===== config.mk =====
export PLATFORM = sky130hd
export DESIGN_NAME = edge_event_arbiter_flat
export DESIGN_NICKNAME = d
export VERILOG_FILES = /design/src/rtl/edge_event_arbiter_if.sv /design/src/rtl/edge_event_arbiter.sv /design/src/flat_wrapper.sv
export SDC_FILE = /design/constraint.sdc
export NUM_CORES = 1
export LEC_CHECK = 0
export CAP_MARGIN = 20
export CORE_UTILIZATION = 53
export DETAILED_ROUTE_END_ITERATION = 12
export PLACE_DENSITY = 0.9
export SLEW_MARGIN = 25
export SYNTH_ARGS = -nofsm -noshare
export SYNTH_HDL_FRONTEND = slang
export SYNTH_SLANG_ARGS = --single-unit
export TNS_END_PERCENT = 5

===== constraint.sdc =====
create_clock -name in_clk -period 2.9 [get_ports in_clk]
set_input_delay 0.435 -clock in_clk [delete_from_list [all_inputs] [get_ports in_clk]]
set_output_delay 0.435 -clock in_clk [all_outputs]
set_load 0.01 [all_outputs]

===== src/rtl/edge_event_arbiter_if.sv =====
// ---------------------------------------------------------------------------
// edge_event_arbiter_if
// Event handshake channel between edge_event_arbiter and one consumer.
//   o_valid  : event available (driven by master)
//   o_id     : channel index of the presented event (driven by master)
//   in_ready : consumer accepts the event when high with o_valid (driven by slave)
// ---------------------------------------------------------------------------
interface edge_event_arbiter_if #(
   parameter int N = 4
) ();
   localparam int IDW = $clog2(N);

   logic           o_valid;
   logic [IDW-1:0] o_id;
   logic           in_ready;

   modport master (output o_valid, output o_id, input in_ready);
   modport slave  (input o_valid, input o_id, output in_ready);
endinterface


===== src/rtl/edge_event_arbiter.sv =====
// ---------------------------------------------------------------------------
// edge_event_arbiter
// Per-channel rising-edge detection with a pending-event latch, serialised
// onto a single valid/ready channel by a round-robin arbiter.
//   in_clk     : system clock, all state updates on the rising edge
//   in_rst     : synchronous active-high reset
//   in_i       : N level inputs
//   o_overflow : sticky per-channel "edge lost" flag, cleared only by in_rst
//   ev         : event channel (o_valid, o_id out; in_ready in)
// ---------------------------------------------------------------------------
module edge_event_arbiter #(
   parameter int N = 4
) (
   input  logic                  in_clk,
   input  logic                  in_rst,
   input  logic [N-1:0]          in_i,
   output logic [N-1:0]          o_overflow,
   edge_event_arbiter_if.master  ev
);
   localparam int IDW = $clog2(N);

   logic [N-1:0]   prev_p0;
   logic [N-1:0]   pend_p1;
   logic [IDW-1:0] ptr_p1;

   logic [N-1:0]   rise;
   logic [N-1:0]   load_mask;
   logic [IDW-1:0] grant_id;
   logic           grant_found;
   logic           out_free;
   int             scan_idx;

   // Explicit wrap so non-power-of-two N never produces an index >= N.
   function automatic logic [IDW-1:0] wrap_inc(input logic [IDW-1:0] idx);
      if (int'(idx) == N - 1) return '0;
      return IDW'(int'(idx) + 1);
   endfunction

   // Stage 0: edge detection against the previous sample
   assign rise     = in_i & ~prev_p0;
   assign out_free = !ev.o_valid || ev.in_ready;

   // Stage 1: round-robin search over registered pending bits only, so a
   // rise in this cycle cannot win until the next one.
   always_comb begin
      grant_found = 1'b0;
      grant_id    = '0;
      scan_idx    = 0;
      for (int k = 0; k < N; k++) begin
         scan_idx = int'(ptr_p1) + k;
         if (scan_idx >= N) scan_idx = scan_idx - N;
         if (!grant_found && pend_p1[IDW'(scan_idx)]) begin
            grant_found = 1'b1;
            grant_id    = IDW'(scan_idx);
         end
      end
   end

   always_comb begin
      load_mask = '0;
      if (out_free && grant_found) load_mask[grant_id] = 1'b1;
   end

   always_ff @(posedge in_clk) begin
      if (in_rst) begin
         prev_p0    <= '0;
         pend_p1    <= '0;
         ptr_p1     <= '0;
         o_overflow <= '0;
         ev.o_valid <= 1'b0;
         ev.o_id    <= '0;
      end else begin
         prev_p0    <= in_i;
         // A rise in the same cycle as the load re-arms the latch (set wins).
         pend_p1    <= (pend_p1 & ~load_mask) | rise;
         // An edge is lost only if the latch is already full and not being drained.
         o_overflow <= o_overflow | (rise & pend_p1 & ~load_mask);
         // Stage 2: output register; frozen while stalled by the consumer
         if (out_free) begin
            ev.o_valid <= grant_found;
            if (grant_found) begin
               ev.o_id <= grant_id;
               ptr_p1  <= wrap_inc(grant_id);
            end
         end
      end
   end
endmodule


===== src/flat_wrapper.sv =====
// flat-port wrapper written by rule: the top's interface ports become plain ports
module edge_event_arbiter_flat 
#(
   parameter int N = 4
)
  (in_clk, in_rst, in_i, o_overflow, ev_o_valid, ev_o_id, ev_in_ready);
  edge_event_arbiter_if #(.N(N)) ev_i ();
  input  logic in_clk;
  input  logic in_rst;
  input  logic [N-1:0] in_i;
  output logic [N-1:0] o_overflow;
  output wire logic [$bits(ev_i.o_valid)-1:0] ev_o_valid;
  output wire logic [$bits(ev_i.o_id)-1:0] ev_o_id;
  input wire logic [$bits(ev_i.in_ready)-1:0] ev_in_ready;
  assign ev_o_valid = ev_i.o_valid;
  assign ev_o_id = ev_i.o_id;
  assign ev_i.in_ready = ev_in_ready;
  edge_event_arbiter #(.N(N)) u_core (.in_clk(in_clk), .in_rst(in_rst), .in_i(in_i), .o_overflow(o_overflow), .ev(ev_i));
endmodule

# After elaboration in Yosys (flattened, before gate mapping)
# Cells that the tools add are included.
[classes]
n_reduce_logical = 11
add_sub_neg = 8
n_eq_ne = 1
n_mux = 33
order_cmp = 10
bitwise = 8
[op_table]
columns = ["op", "n"]
rows = [
  ["two-way mux 2 bit", 10],
  ["two-way mux 1 bit", 17],
  ["bitwise AND 4 bit", 4],
  ["less-than comparator 2 x 4 -> 1 bit (second input constant)", 4],
  [">= comparator 3 bit (second input constant)", 3],
  ["binary-select mux 1 bit (select 2 bit)", 4],
  ["inverter 4 bit", 2],
  ["bitwise OR 4 bit", 2],
  ["subtractor 2 x 1 -> 2 bit (second input constant)", 4],
  ["adder 2 x 2 -> 3 bit (second input constant)", 2],
  ["logical AND 1 bit", 5],
  ["logical NOT 1 bit", 4],
  ["two-way mux 4 bit", 1],
  ["adder 2 x 1 -> 3 bit (second input constant)", 1],
  [">= comparator 2 x 3 -> 1 bit (second input constant)", 1],
  ["less-than comparator 2 x 3 -> 1 bit (second input constant)", 1],
  ["adder 2 x 1 -> 2 bit (second input constant)", 1],
  ["demux 1 bit (select 2 bit)", 1],
  ["== test 2 x 1 -> 1 bit (second input constant)", 1],
  [">= comparator 2 x 1 -> 1 bit (second input constant)", 1],
  ["AND reduction 2 bit", 1],
  ["logical OR 1 bit", 1],
]
[word_totals]
register_bits = 17

# Logic depth before layout (Yosys ltp)
# Gate-level depths: netlist of run 1.
[logic_depth]
ltp_word = 23
depth_mapped = 9

# Worst setup path after synthesis of run 1
# No wires, ideal clock.
[synth_path]
path_type = "reg-to-reg"
from = "reg u_core.ptr_p1[1]"
to = "reg u_core.o_overflow[1]"
setup_time_ps = 128
stages_incl_launch_ff = 9
t_arrival_ps = 1552
required_time_ps = 2772
period_less_slack_ps = 1679
setup_slack_ps = 1221
cell_sequence = "dfxtp_1 > mux2i_1 > nor2_1 > or2_1 > nor3_1 > ha_1 > nand2_1 > a41oi_1 > nor2_1"
[synth_between]
elab_chain_len = 23
[synth_rtl]
columns = ["element", "line", "source"]
rows = [
  ["from (decl)", "edge_event_arbiter.sv:24", "logic [IDW-1:0] ptr_p1;"],
  ["from (signal assigned)", "edge_event_arbiter.sv:83", "ptr_p1 <= wrap_inc(grant_id);"],
  ["parallel branches: the longest is 14 deep, another holds adder 2 x 1 -> 3 bit", "-", ""],
  ["two-way mux 2 bit *", "edge_event_arbiter.sv:52", "if (!grant_found && pend_p1[IDW'(scan_idx)]) begin"],
  ["via u_core.grant_id[0]", "edge_event_arbiter.sv:28", "logic [IDW-1:0] grant_id;"],
  ["less-than comparator 2 x 3 -> 1 bit (not written as such) / >= comparator 2 x 1 -> 1 bit (equally long branches)", "edge_event_arbiter.sv:61", "if (out_free && grant_found) load_mask[grant_id] = 1'b1;"],
  ["logical AND 1 bit (not written as such)", "edge_event_arbiter.sv:61", ""],
  ["two-way mux 1 bit (not written as such)", "edge_event_arbiter.sv:61", ""],
  ["demux 1 bit (select 2 bit) *", "-", ""],
  ["two-way mux 4 bit *", "edge_event_arbiter.sv:61", ""],
  ["inverter 4 bit *", "edge_event_arbiter.sv:77", "o_overflow <= o_overflow | (rise & pend_p1 & ~load_mask);"],
  ["bitwise AND 4 bit *", "edge_event_arbiter.sv:77", ""],
  ["bitwise OR 4 bit *", "edge_event_arbiter.sv:77", ""],
  ["to (signal assigned)", "edge_event_arbiter.sv:77", ""],
  ["to (decl)", "edge_event_arbiter.sv:17", "output logic [N-1:0] o_overflow,"],
]
# Mark *: on every way through the listed nets, which the timed path passes. The select of a mux whose other input is x is not followed.
# A chain may end at the register's enable or synchronous reset.

# Final worst setup path of run 1
[layout_path]
from = "reg u_core.ptr_p1[1]"
to = "reg u_core.o_overflow[3]"
# Same word-level chain as after synthesis.

==> implementation parameters, run 1 <==
Parameter                              Value

Logic synthesis
  Largest family of logic cells by synthesized area    simple AND/OR/NAND/NOR gates
  Syn avg cell area    8.74 um^2
  Xor and xnor fraction of the mapped netlist area    0%
  Post-synthesis compound-gate area fraction    15.6%
  Fraction of the yosys area taken by sequential cells    44.7%
  Syn Nets    98
  Instance count of the mapped netlist    87
  Post-synthesis cell area    761 um^2
  Multiplexer share of the synthesized area    2.63%
  Simple-gate portion of the synthesized area    24.0%
  Synth Register Bits    17
  Unique cell type count in the Yosys netlist    24
  Synthesized-area fraction occupied by adder cells    6.58%
  Yosys warnings    0

Power and ir drop
  Max rail drop VDD    0.000434 V
  Final total power    559 uW
  Static Leak    0.373 nW
  Ratio of total power to cell area    614 mW/mm^2

STA
  Final total negative setup slack    0 ns
  Final-report max-slew violation count    0
  Final count of negative-setup-slack endpoints    0
  Final critical path time including I/O delays and setup    1.92 ns
  Slew at the pin closest to its max-slew limit    0.608 ns
  Final hold violation count    0
  Fmax achieved    0.520 GHz
  Final setup margin    0.976 ns
  Worst max-slew margin expressed relative to the limit    59.3%
  Crit share post-route    66.3%
  Setup repair after global routing missed its margin    no
  Maximum clock skew at final layout    0.00640 ns

Clock network
  Hold bufs inserted after CTS    0
  Clock latency reported for the late side of the worst-skew pair    0.29 ns
  CTS tree    done
  Total setup buffers inserted after CTS    0
  CTS buffer count    3
  Clock buffer depth    2
  Number of instances resized during post-cts repair    0
  CTS root buf    sky130_fd_sc_hd__clkbuf_4
  Sinks on Clock Net    17
  Clock-pin slew reported for the worst setup and hold paths after clock tree synthesis    0.10 ns
  H-Tree Depth    1

Detailed routing
  Met2 wire length    612 um
  Post-route met1 wirelength    656 um
  Top layer reached by signal wires    met4
  First-pass DRT Iterations    4
  Post-detailed-route DRC marker count    0
  Per-cell via count in the routed design    5.54
  Drt initial violations    14
  Total number of vias    637
  Wire length on met3    57 um
  ANT nets after route    0
  Average routed wire per standard cell    11.8 um
  Routed wire length    1360 um

Hold path
  Type of the worst min-delay path    reg2reg

Place
  Port bufs    13
  Final weighted congestion of routability-driven global placement    0.821
  HPWL reported at the end of detailed placement    1000 um
  Worst setup slack after placement    1.01 ns
  Placement Cell Area    883 um^2

Global route
  Overflow left after global routing    0
  Vias in the first global route    503
  Global-route wire length before repair    2160 um
  Number of antenna violations at the first check in global routing    0
  GRT Total Usage    20.8%
  Maximum number of pins on one net before global-route repair    20

Layout
  Nets    112
  Area occupied by multi-input gates    372 um^2
  Fillers    111
  Flip-flop and latch area    340 um^2
  Fraction of final layout cells with drive strength greater than 1    6.00%
  Design Area, Final    911 um^2
  Layout overhead on the synthesized area    19.7%
  Inserted Diodes    0

Floorplan
  Die extent in x    39.9 um
  Io pins    14
  Core area    0.00132 mm^2
  Number of placement rows    13
  Effective utilization at floorplan    57.7%
  Vertical die dimension    39.9 um
  Die area    0.00159 mm^2

Status
  Outcome    completed

Critical path
  Crit end category    register
  Top fanout value on the critical path    6
  Class of the most critical setup path    reg2reg
  Data arrival time of the critical path    2.09 ns
  Type of origin of the critical path    register
  Critical path data required time    3.07 ns

Job
  MaxCap Viol Count    0
[cells in the final DEF, fill, tap and decap left out]
master                             n
sky130_fd_sc_hd__dfxtp_1          17
sky130_fd_sc_hd__nand2_1          14
sky130_fd_sc_hd__clkdlybuf4s50_1  13
sky130_fd_sc_hd__a21oi_1           9
sky130_fd_sc_hd__nor2_1            7
sky130_fd_sc_hd__inv_1             6
sky130_fd_sc_hd__nor2b_1           4
sky130_fd_sc_hd__a41oi_1           4
sky130_fd_sc_hd__ha_1              4
sky130_fd_sc_hd__nand2b_1          3
sky130_fd_sc_hd__clkbuf_4          3
sky130_fd_sc_hd__mux2i_1           2
sky130_fd_sc_hd__nor3_1            2
sky130_fd_sc_hd__nand3b_1          2
sky130_fd_sc_hd__or4_4             1
sky130_fd_sc_hd__or2_1             1
sky130_fd_sc_hd__nor4_1            1
sky130_fd_sc_hd__o21a_1            1
sky130_fd_sc_hd__o22ai_1           1
sky130_fd_sc_hd__nand2_4           1
sky130_fd_sc_hd__o31ai_1           1
sky130_fd_sc_hd__o41ai_1           1
sky130_fd_sc_hd__a311oi_1          1
sky130_fd_sc_hd__clkinv_2          1
[synthesized netlist by cell type]
| cell type | instances | area share, % |
|---|---|---|
| sky130_fd_sc_hd__o31ai_1 | 1 | 0.99 |
| sky130_fd_sc_hd__buf_6 | 1 | 1.5 |
| sky130_fd_sc_hd__a41oi_1 | 4 | 4.6 |
| sky130_fd_sc_hd__mux2i_1 | 2 | 2.6 |
| sky130_fd_sc_hd__nand3b_1 | 2 | 2.0 |
| sky130_fd_sc_hd__inv_1 | 6 | 3.0 |
| sky130_fd_sc_hd__a21oi_1 | 9 | 5.9 |
| sky130_fd_sc_hd__buf_4 | 1 | 0.99 |
| sky130_fd_sc_hd__nor2_1 | 7 | 3.5 |
| sky130_fd_sc_hd__nor4_1 | 1 | 0.82 |
| sky130_fd_sc_hd__nor3_1 | 2 | 1.3 |
| sky130_fd_sc_hd__or2_1 | 1 | 0.82 |
| sky130_fd_sc_hd__nand2_1 | 14 | 6.9 |
| sky130_fd_sc_hd__a311oi_1 | 1 | 1.2 |
| sky130_fd_sc_hd__o22ai_1 | 1 | 0.82 |
| sky130_fd_sc_hd__o21a_1 | 1 | 0.99 |
| sky130_fd_sc_hd__nand2b_1 | 3 | 2.5 |
| sky130_fd_sc_hd__dfxtp_1 | 17 | 45 |
| sky130_fd_sc_hd__nor2b_1 | 4 | 3.3 |
| sky130_fd_sc_hd__ha_1 | 4 | 6.6 |
| sky130_fd_sc_hd__or4_4 | 1 | 1.5 |
| sky130_fd_sc_hd__clkbuf_1 | 2 | 0.99 |
| sky130_fd_sc_hd__o41ai_1 | 1 | 1.2 |
| sky130_fd_sc_hd__nand2_4 | 1 | 1.5 |
[critical path: stages, from the launching register on]
cell	delay (ns)
sky130_fd_sc_hd__dfxtp_1	0.44
sky130_fd_sc_hd__mux2i_1	0.23
sky130_fd_sc_hd__nor2_1	0.07
sky130_fd_sc_hd__or2_1	0.22
sky130_fd_sc_hd__nor3_1	0.28
sky130_fd_sc_hd__ha_1	0.20
sky130_fd_sc_hd__nand2_1	0.07
sky130_fd_sc_hd__a41oi_1	0.23
sky130_fd_sc_hd__nor2_1	0.06
[power by group]
| group | total, mW | internal (mW) | switching (mW) |
|---|---|---|---|
| registers | 0.284 | 0.259 | 0.0248 |
| logic | 0.149 | 0.0732 | 0.0755 |
| clock network | 0.127 | 0.0514 | 0.0754 |
| total | 0.559 | 0.384 | 0.176 |
[per-layer routing]
layer / vias to the layer above / track usage [%]
li1: 323 / -
met1: 291 / 27.6
met2: 18 / 30.6
met3: 5 / 5.11
met4: 0 / 10.3
met5: - / 0
[state kept, by name, indices dropped and copies added (netlist names)]
register	count
u_core.ptr_p1	2
u_core.ev.o_id	2
u_core.o_overflow	4
u_core.prev_p0	4
u_core.pend_p1	4
u_core.ev.o_valid	1
[metrics by stage]
step                std cells  hold WS [ns]  utilization (%)
finish                    115         0.489             69.1
global placement          111         0.456             67.0
CTS                       115         0.496             69.1
floorplan                  87         0.473                -
detailed placement        111         0.468             67.0
global route              115         0.513             69.1
[final cells by class]
| class | instances | area share, % |
|---|---|---|
| clock inverter | 1 | 0.549 |
| multi-input combinational | 60 | 40.8 |
| tap | 15 | 2.06 |
| clock buffer | 3 | 2.47 |
| timing repair buffer | 13 | 14.3 |
| inverter | 6 | 2.47 |
| sequential | 17 | 37.4 |
[logic make-up after synthesis]
group           Yosys count
flops                    17
simple gates             36
compound gates           18
fa+ha+maj                 4
mux                       2
buf+inv                  10
[path summary, 6_finish.rpt]
check	from	endpoint	slack, ns	cells after the start
setup reg to reg	u_core.ptr_p1[1]$_SDFFE_PP0P_	u_core.o_overflow[3]$_SDFF_PP0_	0.98	8
hold reg to reg	u_core.o_overflow[0]$_SDFF_PP0_	u_core.o_overflow[0]$_SDFF_PP0_	0.49	2
setup / recovery	u_core.ptr_p1[1]$_SDFFE_PP0P_	u_core.o_overflow[3]$_SDFF_PP0_	0.98	8
hold / removal	u_core.o_overflow[0]$_SDFF_PP0_	u_core.o_overflow[0]$_SDFF_PP0_	0.49	2
Power figures use the tool's default switching activity.
==> run 2: changes to the inputs <==
Settings changed: CORE_UTILIZATION 53 to 44, PLACE_DENSITY 0.9 to 0.81.
Clock period 2.9 ns to 1.62 ns, I/O delays scaled along.
==> run 2 against run 1 <==
  * The run now ends with DRC, setup timing left
  * Clock skew down 0.0040 ns
  * Die area up 19%
  * Clock power up 77%
  * Combinational power rose to 2.5 times the previous value
  * Wire length up 21%
  * Flip-flop and latch count unchanged
  * Global-route usage down 3.4 points
  * Cell count up 11%
  * Non-clock buffer count up 12
  * Sequential share of layout area down 4.2 points
  * Critical path depth unchanged
  * Highest routed layer unchanged
==> implementation parameters, run 2 (synthesis gave the netlist of run 1 again) <==
Parameter                              Value

Status
  Outcome    finished with violations
  Violated checks    DRC, setup timing

Critical path
  Data arrival time of the critical path    1.92 ns (-0.17 ns)
  CP bufs+invs    0 (unchanged)
  Critical path data required time    1.81 ns (-1.26 ns)
  Top fanout value on the critical path    4 (-2)
  Crit end category    register
  Class of the most critical setup path    reg2reg
  Longest individual stage delay on the worst path    0.37 ns (-0.07 ns)
  Slowest cell on crit path    sky130_fd_sc_hd__dfxtp_4
  Gate family responsible for the most delay along the worst path    simple AND/OR/NAND/NOR gates
  Series of cell instances along the critical path    mux2i_1 > nor2_1 > or2_1 > nor3_2 > ha_1 > nand2_1 > a41oi_2 > nor2_1
  Type of origin of the critical path    register
  Most Frequent Cell on Critical Path    sky130_fd_sc_hd__nor2_1

Power and ir drop
  Max rail drop VDD    0.000660 V (+52%)
  Switching share of total power    31.4% (about the same)
  Combinational group share of total power    33.8% (+7.2 points)
  Final total power    1.10 mW (+97%)
  Ratio of total power to cell area    1050 mW/mm^2 (+71%)
  Sequential cell fraction of total power    45.8% (-4.9 points)
  Internal portion of total power    756 uW (+97%)
  Switching component of the power    347 uW (+97%)
  Static Leak    0.440 nW (+18%)
  Clk pwr share    20.4% (-2.3 points)

Place
  Final weighted congestion of routability-driven global placement    0.762 (-7.2%)
  HPWL reported at the end of detailed placement    1150 um (+15%)
  Port bufs    13 (unchanged)
  Placement Cell Area    981 um^2 (+11%)
  Worst setup slack after placement    -0.115 ns (-1.13 ns)
  Number of placed instances with taps included    124 (+12%)

Detailed routing
  Post-detailed-route DRC marker count    4 (+4)
  Per-cell via count in the routed design    5.42 (-2.1%)
  First-pass DRT Iterations    8 (+4)
  ANT nets after route    0 (unchanged)
  Total number of vias    694 (+8.9%)
  Drt initial violations    18 (+4)
  Routed wire length    1640 um (+21%)
  Average routed wire per standard cell    12.8 um (+8.3%)

Clock network
  CTS root buf    sky130_fd_sc_hd__clkbuf_4
  Clock buffer depth    2 (unchanged)
  Hold bufs inserted after CTS    0 (unchanged)
  Sinks on Clock Net    17 (unchanged)
  CTS tree    done
  Clock-pin slew reported for the worst setup and hold paths after clock tree synthesis    0.09 ns (about the same)
  Clock latency reported for the late side of the worst-skew pair    0.29 ns (about the same)
  CTS buffer count    3 (unchanged)
  H-Tree Depth    1 (unchanged)

Layout
  Flip-flop and latch area    349 um^2 (+2.6%)
  Nets    124 (+11%)
  Final Util    67.6% (-1.6 points)
  Non-filler cells, final    128 (+11%)
  Inserted Diodes    0 (unchanged)
  Top Registers    u_core.o_overflow (4), u_core.pend_p1 (4), u_core.prev_p0 (4)
  Layout overhead on the synthesized area    38.5%
  Fraction of final layout cells with drive strength greater than 1    26.8% (+21 points)
  Fillers    129 (+16%)
  Design Area, Final    0.00105 mm^2 (+16%)
  Most used cells in the layout excluding fill and tap cells    13 x sky130_fd_sc_hd__nand2_1, 13 x sky130_fd_sc_hd__clkdlybuf4s50_1, 12 x sky130_fd_sc_hd__buf_4, 12 x sky130_fd_sc_hd__dfxtp_1, 9 x sky130_fd_sc_hd__a21oi_1
  Area occupied by multi-input gates    415 um^2 (+12%)

Global route
  GRT Total Usage    17.4% (-3.4 points)
  Busiest grt layer    met2
  Met2 routing resource usage after global routing    27.8% (-2.9 points)
  Overflow left after global routing    0 (unchanged)
  Number of antenna violations at the first check in global routing    0 (unchanged)
  GR Layer Usage met1    21.9% (-5.7 points)
  Maximum number of pins on one net before global-route repair    12 (-40%)
  Global-route wire length before repair    2470 um (+14%)
  Vias in the first global route    603 (+20%)
  Global routing met3 resource utilization    4.17% (-0.95 points)

STA
  Final count of negative-setup-slack endpoints    3 (+3)
  Maximum clock skew at final layout    0.00239 ns (-0.00402 ns)
  Fmax achieved    0.580 GHz (+12%)
  Final critical path time including I/O delays and setup    1.72 ns (-0.200 ns)
  Crit share post-route    106% (+40 points)
  Setup repair after global routing missed its margin    yes
  Slew at the pin closest to its max-slew limit    0.376 ns (-0.231 ns)
  Worst max-slew margin expressed relative to the limit    74.9% (+16 points)
  Final-report max-slew violation count    0 (unchanged)
  Final setup margin    -0.104 ns (-1.08 ns)
  Final hold violation count    0 (unchanged)

Hold path
  Type of the worst min-delay path    reg2reg

Job
  MaxCap Viol Count    0 (unchanged)

Floorplan
  Number of placement rows    14 (+1)
  Die extent in x    43.6 um (+9.3%)
  Core area    0.00156 mm^2 (+18%)
  Io pins    14 (unchanged)
  Effective utilization at floorplan    48.8% (-8.9 points)
  Die area    0.00190 mm^2 (+19%)
  Vertical die dimension    43.6 um (+9.3%)
-- run 2: cell types whose count changed in the layout (fill, tap and decap cells not counted), moves of 2 or more --
cell,change
sky130_fd_sc_hd__a41oi_1,-3
sky130_fd_sc_hd__a41oi_2,+3
sky130_fd_sc_hd__buf_4,+12
sky130_fd_sc_hd__dfxtp_1,-5
sky130_fd_sc_hd__dfxtp_2,+4
sky130_fd_sc_hd__nor3_1,-2
sky130_fd_sc_hd__nor3_2,+2
-- run 2: power groups by stage --
stage | clock network, mW | registers (mW) | logic [mW]
floorplan | 0 | 0.515 | 0.188
global placement | 0 | 0.507 | 0.329
detailed placement | 0 | 0.510 | 0.337
CTS | 0.235 | 0.500 | 0.353
global route | 0.261 | 0.512 | 0.404
finish | 0.225 | 0.505 | 0.373
-- run 2: path summary, 6_finish.rpt --
path,startpoint,end,slack [ns],depth (start not counted)
worst min register to register,u_core.ev.o_id[1]$_SDFFE_PP0P_,u_core.ev.o_id[1]$_SDFFE_PP0P_,0.49,2
worst max register to register,u_core.ptr_p1[1]$_SDFFE_PP0P_,u_core.o_overflow[3]$_SDFF_PP0_,-0.10,8
worst max-delay path,u_core.ptr_p1[1]$_SDFFE_PP0P_,u_core.o_overflow[3]$_SDFF_PP0_,-0.10,8
worst min-delay path,u_core.ev.o_id[1]$_SDFFE_PP0P_,u_core.ev.o_id[1]$_SDFFE_PP0P_,0.49,2
-- run 2: layout make-up --
| cell class | count | share of cell area [%] |
|---|---|---|
| timing repair buffer | 25 | 20.9 |
| tap | 16 | 1.90 |
| multi-input combinational | 60 | 39.4 |
| sequential | 17 | 33.1 |
| clock buffer | 4 | 2.49 |
| inverter | 6 | 2.14 |
-- run 2: per-layer routing --
layer,wire length [um],share of wire (%)
met4,15,0.91
met2,825,50
met1,708,43
met5,0,0
met3,91,5.5
-- run 2: repair_timing --
action                     4_1_cts  5_1_grt
setup buffers                    0        0
gates resized for setup          4        8
setup endpoints to repair        8        9
pin swaps                        1        0
hold endpoints to repair         0        0
-- run 2: worst min-delay path, cell delays in order (launching register included) --
cell and delay (ns):
sky130_fd_sc_hd__dfxtp_1 0.32, sky130_fd_sc_hd__nand3b_1 0.07, sky130_fd_sc_hd__o31ai_1 0.06
-- run 2: metrics by stage --
step                      setup TNS (ns)  hold slack [ns]
after floorplan                        0            0.371
after global placement            -0.150            0.459
after detailed placement          -0.335            0.464
after CTS                         -0.141            0.493
after global routing              -0.932            0.508
final                             -0.173            0.488
